### src/rtl/tqvp_sprite_engine.sv
// TinyQV sprite engine: 8x8 1bpp scaled sprites, committed object table,
// shared bitmap pool. Collision logic under `define SPRITE_COLLISION_EN.
module tqvp_sprite_engine #(
  parameter int NUM_SPRITES = 4,
  parameter int NUM_BITMAPS = 2,
  parameter int SCALE = 4
) (
  input  logic        clk,
  input  logic        rst_n,
  input  logic [5:0]  address,
  input  logic [31:0] data_in,
  input  logic [1:0]  data_write_n,
  input  logic [1:0]  data_read_n,
  output logic [31:0] data_out,
  output logic        data_ready,
  output logic        user_interrupt,
  input  logic [9:0]  pix_x,
  input  logic [9:0]  pix_y,
  input  logic        visible,
  input  logic        hsync,
  input  logic        vsync,
  output logic [5:0]  rgb,
  output logic        hsync_q,
  output logic        vsync_q
);

  localparam int SH = (SCALE >= 8) ? 3 : (SCALE >= 4) ? 2 : (SCALE >= 2) ? 1 : 0;
  localparam logic [10:0] SPAN = 11'(8 * SCALE);
  localparam logic [2:0] NBMP = 3'(NUM_BITMAPS);

  logic [31:0] stg [8];
  logic [31:0] act [8];
  logic [7:0]  bmp [32];
  logic        commit, disp_en;
  logic [5:0]  bg;
  logic [1:0]  irq_st, irq_en;
  logic [7:0]  coll;
  logic [7:0]  fcnt;
  logic        vsync_d;
  logic        vs_edge;
  logic        coll_evt;

  logic [3:0]  lane;
  logic [63:0] we;
  logic [7:0]  wd [64];
  logic [6:0]  wa, ra;
  logic [7:0]  rb [64];

  logic [7:0]  hit;
  logic [5:0]  col [8];
  logic [5:0]  pix_col;

  assign data_ready = 1'b1;
  assign vs_edge = vsync & ~vsync_d;
  assign user_interrupt = |(irq_st & irq_en);

  always_comb begin
    case (data_write_n)
      2'b00:   lane = 4'b0001;
      2'b01:   lane = 4'b0011;
      2'b10:   lane = 4'b1111;
      default: lane = 4'b0000;
    endcase
  end

  // Fan the bus lanes out to per-byte-address strobes.
  always_comb begin
    we = '0;
    wa = '0;
    for (int a = 0; a < 64; a++) wd[a] = '0;
    for (int k = 0; k < 4; k++) begin
      wa = {1'b0, address} + 7'(k);
      if (lane[k] && !wa[6]) begin
        we[wa[5:0]] = 1'b1;
        wd[wa[5:0]] = data_in[8*k +: 8];
      end
    end
  end

  always_comb begin
    ra = '0;
    for (int a = 0; a < 64; a++) rb[a] = '0;
    for (int n = 0; n < NUM_SPRITES; n++)
      for (int k = 0; k < 4; k++) rb[4*n+k] = stg[n][8*k +: 8];
    for (int i = 0; i < NUM_BITMAPS * 8; i++) rb[32+i] = bmp[i];
    rb[56] = {6'b0, disp_en, commit};
    rb[57] = {2'b0, bg};
    rb[58] = {6'b0, irq_st};
    rb[59] = {6'b0, irq_en};
    rb[60] = coll;
    rb[61] = fcnt;
    data_out = '0;
    for (int k = 0; k < 4; k++) begin
      ra = {1'b0, address} + 7'(k);
      if (data_read_n != 2'b11 && !ra[6])
        data_out[8*k +: 8] = rb[ra[5:0]];
    end
  end

  for (genvar n = 0; n < 8; n++) begin : g_spr
    if (n < NUM_SPRITES) begin : g_on
      logic [10:0] dx, dy;
      logic [2:0]  bsel, ry;
      logic [7:0]  rowb;
      assign dx = {1'b0, pix_x} - {1'b0, act[n][7:0], 2'b00};
      assign dy = {1'b0, pix_y} - {1'b0, act[n][15:8], 2'b00};
      // Bit 7 is leftmost, so unflipped column c selects bit ~c.
      assign bsel = dx[SH +: 3] ^ {3{~act[n][31]}};
      assign ry = dy[SH +: 3];
      assign rowb = ({1'b0, act[n][25:24]} < NBMP) ?
                    bmp[{act[n][25:24], ry}] : 8'h00;
      assign hit[n] = act[n][23] & (dx < SPAN) & (dy < SPAN) & rowb[bsel];
      assign col[n] = act[n][21:16];
    end else begin : g_off
      assign hit[n] = 1'b0;
      assign col[n] = '0;
    end
  end

  always_comb begin
    pix_col = bg;
    for (int n = 7; n >= 0; n--)
      if (hit[n]) pix_col = col[n];
  end

`ifdef SPRITE_COLLISION_EN
  logic multi;
  assign multi = |(hit & (hit - 8'd1));
  assign coll_evt = visible & disp_en & multi;

  always_ff @(posedge clk or negedge rst_n) begin
    if (!rst_n) begin
      coll <= '0;
    end else begin
      coll <= (coll & ~(we[60] ? wd[60] : 8'h00)) | (coll_evt ? hit : 8'h00);
    end
  end
`else
  assign coll_evt = 1'b0;
  assign coll = '0;
`endif

  always_ff @(posedge clk or negedge rst_n) begin
    if (!rst_n) begin
      for (int i = 0; i < 8; i++) begin
        stg[i] <= '0;
        act[i] <= '0;
      end
      for (int i = 0; i < 32; i++) bmp[i] <= '0;
      commit  <= 1'b0;
      disp_en <= 1'b0;
      bg      <= '0;
      irq_st  <= '0;
      irq_en  <= '0;
      fcnt    <= '0;
      // Primed high so a vsync held through reset is not seen as an edge.
      vsync_d <= 1'b1;
      rgb     <= '0;
      hsync_q <= 1'b0;
      vsync_q <= 1'b0;
    end else begin
      for (int n = 0; n < NUM_SPRITES; n++) begin
        if (we[4*n])   stg[n][7:0]   <= wd[4*n];
        if (we[4*n+1]) stg[n][15:8]  <= wd[4*n+1];
        if (we[4*n+2]) stg[n][23:16] <= wd[4*n+2] & 8'hBF;
        if (we[4*n+3]) stg[n][31:24] <= wd[4*n+3] & 8'h83;
      end
      for (int i = 0; i < NUM_BITMAPS * 8; i++)
        if (we[32+i]) bmp[i] <= wd[32+i];
      if (vs_edge && commit) begin
        for (int i = 0; i < 8; i++) act[i] <= stg[i];
        commit <= 1'b0;
      end
      if (we[56]) begin
        disp_en <= wd[56][1];
        if (wd[56][0]) commit <= 1'b1;
      end
      if (we[57]) bg <= wd[57][5:0];
      if (we[59]) irq_en <= wd[59][1:0];
      irq_st  <= (irq_st & ~(we[58] ? wd[58][1:0] : 2'b00)) |
                 {coll_evt, vs_edge};
      fcnt    <= fcnt + {7'b0, vs_edge};
      vsync_d <= vsync;
      rgb     <= (visible && disp_en) ? pix_col : 6'h00;
      hsync_q <= hsync;
      vsync_q <= vsync;
    end
  end

endmodule

### config.mk
export PLATFORM = sky130hd
export DESIGN_NAME = tqvp_sprite_engine
export DESIGN_NICKNAME = d
export VERILOG_FILES = /design/src/rtl/tqvp_sprite_engine.sv
export SDC_FILE = /design/constraint.sdc
export NUM_CORES = 2
export LEC_CHECK = 0
export CAP_MARGIN = 0
export CORE_UTILIZATION = 45
export DETAILED_ROUTE_END_ITERATION = 7
export MAX_ROUTING_LAYER = met4
export SLEW_MARGIN = 20
export SYNTH_ARGS = -nofsm -noshare
export SYNTH_HDL_FRONTEND = slang
export SYNTH_SLANG_ARGS = --single-unit
### constraint.sdc
create_clock -name clk -period 12.1 [get_ports clk]
set_input_delay 1.21 -clock clk [delete_from_list [all_inputs] [get_ports clk]]
set_output_delay 1.21 -clock clk [all_outputs]
set_load 0.1 [all_outputs]
; After elaboration in Yosys (flattened, before gate mapping)
; Index checks and enable logic that the tools add are counted.
[word_totals]
register_bits = 365
latch_bits = 0
mem_bits_rw = 0
mem_bits_ro = 0
inputBits = 67
out_inout_bits = 42
mem_count = 0
[classes]
add_sub_neg = 12
multipliers = 0
div_mod_pow = 0
n_lt_le_gt_ge = 36
eq_ne = 3
shifts = 0
mux = 77
n_bitwise = 38
reduce_logical = 21
[op_table]
columns = op, count
row1 = 512-bit 2-to-1 mux, 4
row2 = 512-bit bitwise mux, 3
row3 = 512-bit AND, 1
row4 = 60-bit 2-to-1 mux, 4
row5 = 8-bit 2-to-1 mux, 28
row6 = 8-bit binary-select mux with 6-bit select, 4
row7 = 8-bit demux with 6-bit select, 4
row8 = 60-bit OR, 3
row9 = 8-bit binary-select mux with 5-bit select, 4
row10 = "11-bit by 6-bit less-than comparator with 1-bit output, second input constant", 8
row11 = 10-bit by 10-bit subtractor with 11-bit output, 8
row12 = 6-bit 2-to-1 mux, 5
row13 = "7-bit greater-or-equal comparator, second input constant", 4
row14 = "6-bit by 7-bit less-than comparator with 1-bit output, second input constant", 4
row15 = "7-bit by 1-bit less-than comparator with 1-bit output, second input constant", 4
row16 = 6-bit NOT with 7-bit output, 4
row17 = 1-bit demux with 6-bit select, 4
row18 = "6-bit by 1-bit greater-or-equal comparator with 1-bit output, second input constant", 4
row19 = "6-bit greater-or-equal comparator, second input constant", 4
row20 = 5-bit NOT with 6-bit output, 4
row21 = 1-bit logical AND, 16
row22 = "3-bit by 4-bit less-than comparator with 1-bit output, second input constant", 4
row23 = "6-bit by 2-bit adder with 7-bit output, second input constant", 2
row24 = 1-bit AND, 13
row25 = other kinds (18), 44

; Depth between registers and ports, before layout
[logic_depth]
ltp_word = 17
mapped_depth = 17
ltp_nobuf = 13

; Least setup slack after synthesis
; No wires, ideal clock.
[synth_timing]
path_kind = input-to-output
from = input address[1]
to = output data_out[27]
arrival_time_ps = 6314
required_ps = 10890
setup_slack_ps = 4576
path_stages = 14
path_buffers = 4
path_cell_list = clkbuf_1 -> buf_1 -> buf_2 -> clkinv_1 -> ha_1 -> a21oi_1 -> xor2_1 -> clkbuf_1 -> nand2_1 -> a21oi_1 -> a21oi_1 -> a21oi_1 -> nor2_1 -> nor3_1
[synth_via]
elab_chain_len = 6
elab_cells_between_ends = 8
[synth_rtl]
columns = item, line_no
row1 = "start, declared", 10  ; input logic [5:0] address,
row2 = 6-bit by 2-bit adder with 7-bit output (*), 94  ; ra = {1'b0, address} + 7'(k);
row3 = 6-bit NOT with 7-bit output (not written as such), 96  ; data_out[8*k +: 8] = rb[ra[5:0]];
row4 = 8-bit binary-select mux with 6-bit select, 96
row5 = 8-bit 2-to-1 mux (not written as such) (2 in a row), 96
row6 = 8-bit 2-to-1 mux (*), 95  ; if (data_read_n != 2'b11 && !ra[6])
row7 = "end, declared", 14  ; output logic [31:0] data_out,
; Mark *: on every way between the ends. The rest lies on a longest branch, timed or not. The select of a mux whose other input is x is not followed.

; Worst setup path after layout
[layout_timing]
from = input address[1]
to = output data_out[11]
[layout_via]
elab_chain_len = 6
elab_cells_between_ends = 8
[layout_rtl]
columns = item, line_no
row1 = 6-bit by 1-bit adder with 7-bit output (*), 94
row2 = 6-bit NOT with 7-bit output (not written as such), 96
row3 = 8-bit binary-select mux with 6-bit select, 96
row4 = 8-bit 2-to-1 mux (not written as such) (2 in a row), 96
row5 = 8-bit 2-to-1 mux (*), 95
; Marks and branches as above.

==> flow_metrics.tcl <==
set metrics [dict create \
    area_growth_pct 9.437 \
    gp_congestion 1.066 \
    fin_ws_ps 4322 \
    worst-path-max-fanout 36 \
    drive_gt1_share_pct 20.95 \
    pwr-share-seq_pct 37.2 \
    fin_util_pct 49.84 \
    ys.warnings.count 256 \
    ant_nets 0 \
    worstPathRequired_ps 10890 \
    ys.flop_type "dfrtp_1" \
    cts_made_buffers 45 \
    grt_pass1_vias 32580 \
    numPortBuffers 103 \
    via_per_inst 7.794 \
    synthCells 3458 \
    grt_max_degree 116 \
    outcome "finished with violations" \
    gr-usage-met3_pct 15.16 \
    grt.busiest_layer "met2" \
    yosysSeqAreaShare_pct 26.37 \
    post_cts_buffers 0 \
    gr-usage-met2_pct 61.13 \
    hold_viol_final 0 \
    cp-end-kind "primary output" \
    syn_area_per_cell_um2 10.02 \
    layout_common_cells "nand2_1, dfrtp_1, mux4_2" \
    power_density_nw_per_um2 209.5 \
    num_rows 101 \
    leakagePower_uw 0.01446 \
    irDropWorstVdd_mv 0.1190 \
    root_buffer "clkbuf_16" \
    post_cts_resized 0 \
    setup_viol 0 \
    io_pins 109 \
    worstSetupPathType "primary input to primary output" \
    dp_worst_setup_slack_ps 4630 \
    ys_types 94 \
    synth_edf_count 0 \
    slew_violations 0 \
    p_switching_uw 3762 \
    num_vias 34870 \
    overflow 0 \
    drt-pass1-iter-count 8 \
    pwr-share-clk_pct 18.1 \
    cts_tree "yes" \
    maxSlewHeadroom_pct 11.13 \
    max_clock_freq_ghz 0.1286 \
    violations "design-rule violations" \
    core-area_um2 76080 \
    worst_pin_slew_ps 1323 \
    die_height_um 279.5 \
    critPathLaunchType "primary input" \
    cp_slowest_cell "clkdlybuf4s50_1" \
    cp_top_family "buffers and inverters" \
    cts_buffer_depth 3 \
    async_reset_ff_share_pct 100.0 \
    layout_commonest_cell "nand2_1" \
    wire_per_inst_um 38.66 \
    tns_ps 0 \
    htreeDepth 2 \
    synthesis.nets 3608 \
    clk_latency_ps 620 \
    switching_share_pct 47.36 \
    cap_violations 0 \
    cts-hold-fix-buffers 0 \
    antenna_found_initial 4 \
    min_path_type "register to register" \
    nNetsFinal 3551 \
    drt_iter0_drc 6858 \
    fill_cells 6921 \
    die_area_um2 78100 \
    slowest_delay_ps 1200 \
    critical_path_buf_inv_count 5 \
    ys_seq_elements 365 \
    path_clk_slew_ps 60 \
    drc 7 \
    multi_input_area_um2 24060 \
    grt_pass1_wl_um 243800 \
    drt-total-wl_um 173000 \
    met1_usage_pct 60.38 \
    rsz0062_at_grt "no" \
    fp.dieW_um 279.5 \
    power.internal_uw 4181 \
    post-route-min-period_ps 7778 \
    grt_use_total_pct 44.99 \
    initial_core_util_pct 45.54 \
    cts.sinks 365 \
    p_comb_share_pct 44.7 \
    arrival_ps 6570 \
    post-route-period-util_pct 64.28 \
    netlist_area_um2 34640 \
    seqCellArea_um2 9135 \
    cp_common_cell "buf_4" \
    dp_hpwl_um 123300 \
    cp_cell_sequence "buf_6, buf_4, ha_1, buf_4, nand4_1, xnor2_1, inv_1, nor3_1, nand2_1, a21oi_1, a211oi_1, nor2_1, clkdlybuf4s50_1" \
    fin_worst_skew_ps 37.95 \
]
worst paths after layout:
path / start / endpoint / slack (ps) / cells after the start
setup / recovery: address[1] / data_out[11] / 4320 / 13
hold / removal: act[241] / act[241] / 500 / 1
setup reg to reg: act[136] / rgb[2] / 7530 / 12
hold reg to reg: act[241] / act[241] / 500 / 1
max in group asynchronous: rst_n / bmp[178] / 9090 / 3
min in group asynchronous: rst_n / act[132] / 610 / 1
Yosys cell counts (77+ instances only):
cell | number | share of area [%]
nand2_1 | 483 | 5.2
dfrtp_1 | 364 | 26
mux4_2 | 355 | 23
nor2_1 | 241 | 2.6
clkbuf_1 | 184 | 2.0
a22oi_1 | 169 | 3.7
nand3_1 | 156 | 2.3
mux2_2 | 142 | 4.6
o21ai_0 | 142 | 2.1
a221o_1 | 125 | 3.6
a21oi_1 | 112 | 1.6
inv_1 | 89 | 0.96
a222oi_1 | 83 | 2.4
mux2i_1 | 77 | 2.2
power by group through the flow:
stage,clock network (uW),registers [uW],logic [uW]
6_report,1440,2950,3550
5_1_grt,1480,2890,3730
4_1_cts,1440,2770,3490
3_5_place_dp,0,2790,3480
3_3_place_gp,0,2750,3420
2_1_floorplan,0,2000,2660
metal layers:
| metal | share of wire (%) | routed length [um] |
|---|---|---|
| met5 | 0 | 0 |
| met4 | 5.5 | 9477 |
| met3 | 16 | 27730 |
| met2 | 41 | 70670 |
| met1 | 38 | 65100 |
metrics by stage:
step / hold slack (ps) / total power [uW] / instance area, um2 / instances
finish: 501.2 / 7943 / 37910 / 4474
global route: 521.1 / 8101 / 37900 / 4469
CTS: 504.5 / 7699 / 37860 / 4466
detailed placement: 493.5 / 6276 / 36320 / 4384
global placement: 479.5 / 6170 / 36320 / 4384
floorplan: 469.9 / 4659 / 34640 / 3458
logic make-up after synthesis:
kind of cell / count (synthesis) / synth area share (%)
buffers and inverters: 374 / 4.450
other: 1 / 0.01082
XOR/XNOR: 50 / 1.466
multiplexers: 583 / 30.60
AND/OR/NAND/NOR: 1099 / 14.55
flip-flops: 365 / 26.37
AO/OA/AOI/OAI: 903 / 19.38
adder cells (fa/ha/maj): 83 / 3.171
sequential cells by signal, summed over array words and instances (netlist names):
signal	count
bmp	128
act	104
rb	104
fcnt	8
bg	6
rgb	6
irq_en	2
irq_st	2
commit	1
disp_en	1
hsync_q	1
vsync_d	1
vsync_q	1
final cells by class:
cell class / count / share of cell area, %
Antenna cell: 8 / 0.05280
Clock buffer: 68 / 3.521
Clock inverter: 14 / 0.5478
Inverter: 94 / 0.9307
Multi-Input combinational cell: 2719 / 63.46
Sequential cell: 365 / 24.09
Tap cell: 1030 / 3.399
Timing Repair Buffer: 176 / 3.997
Power figures use the tool's default switching activity.
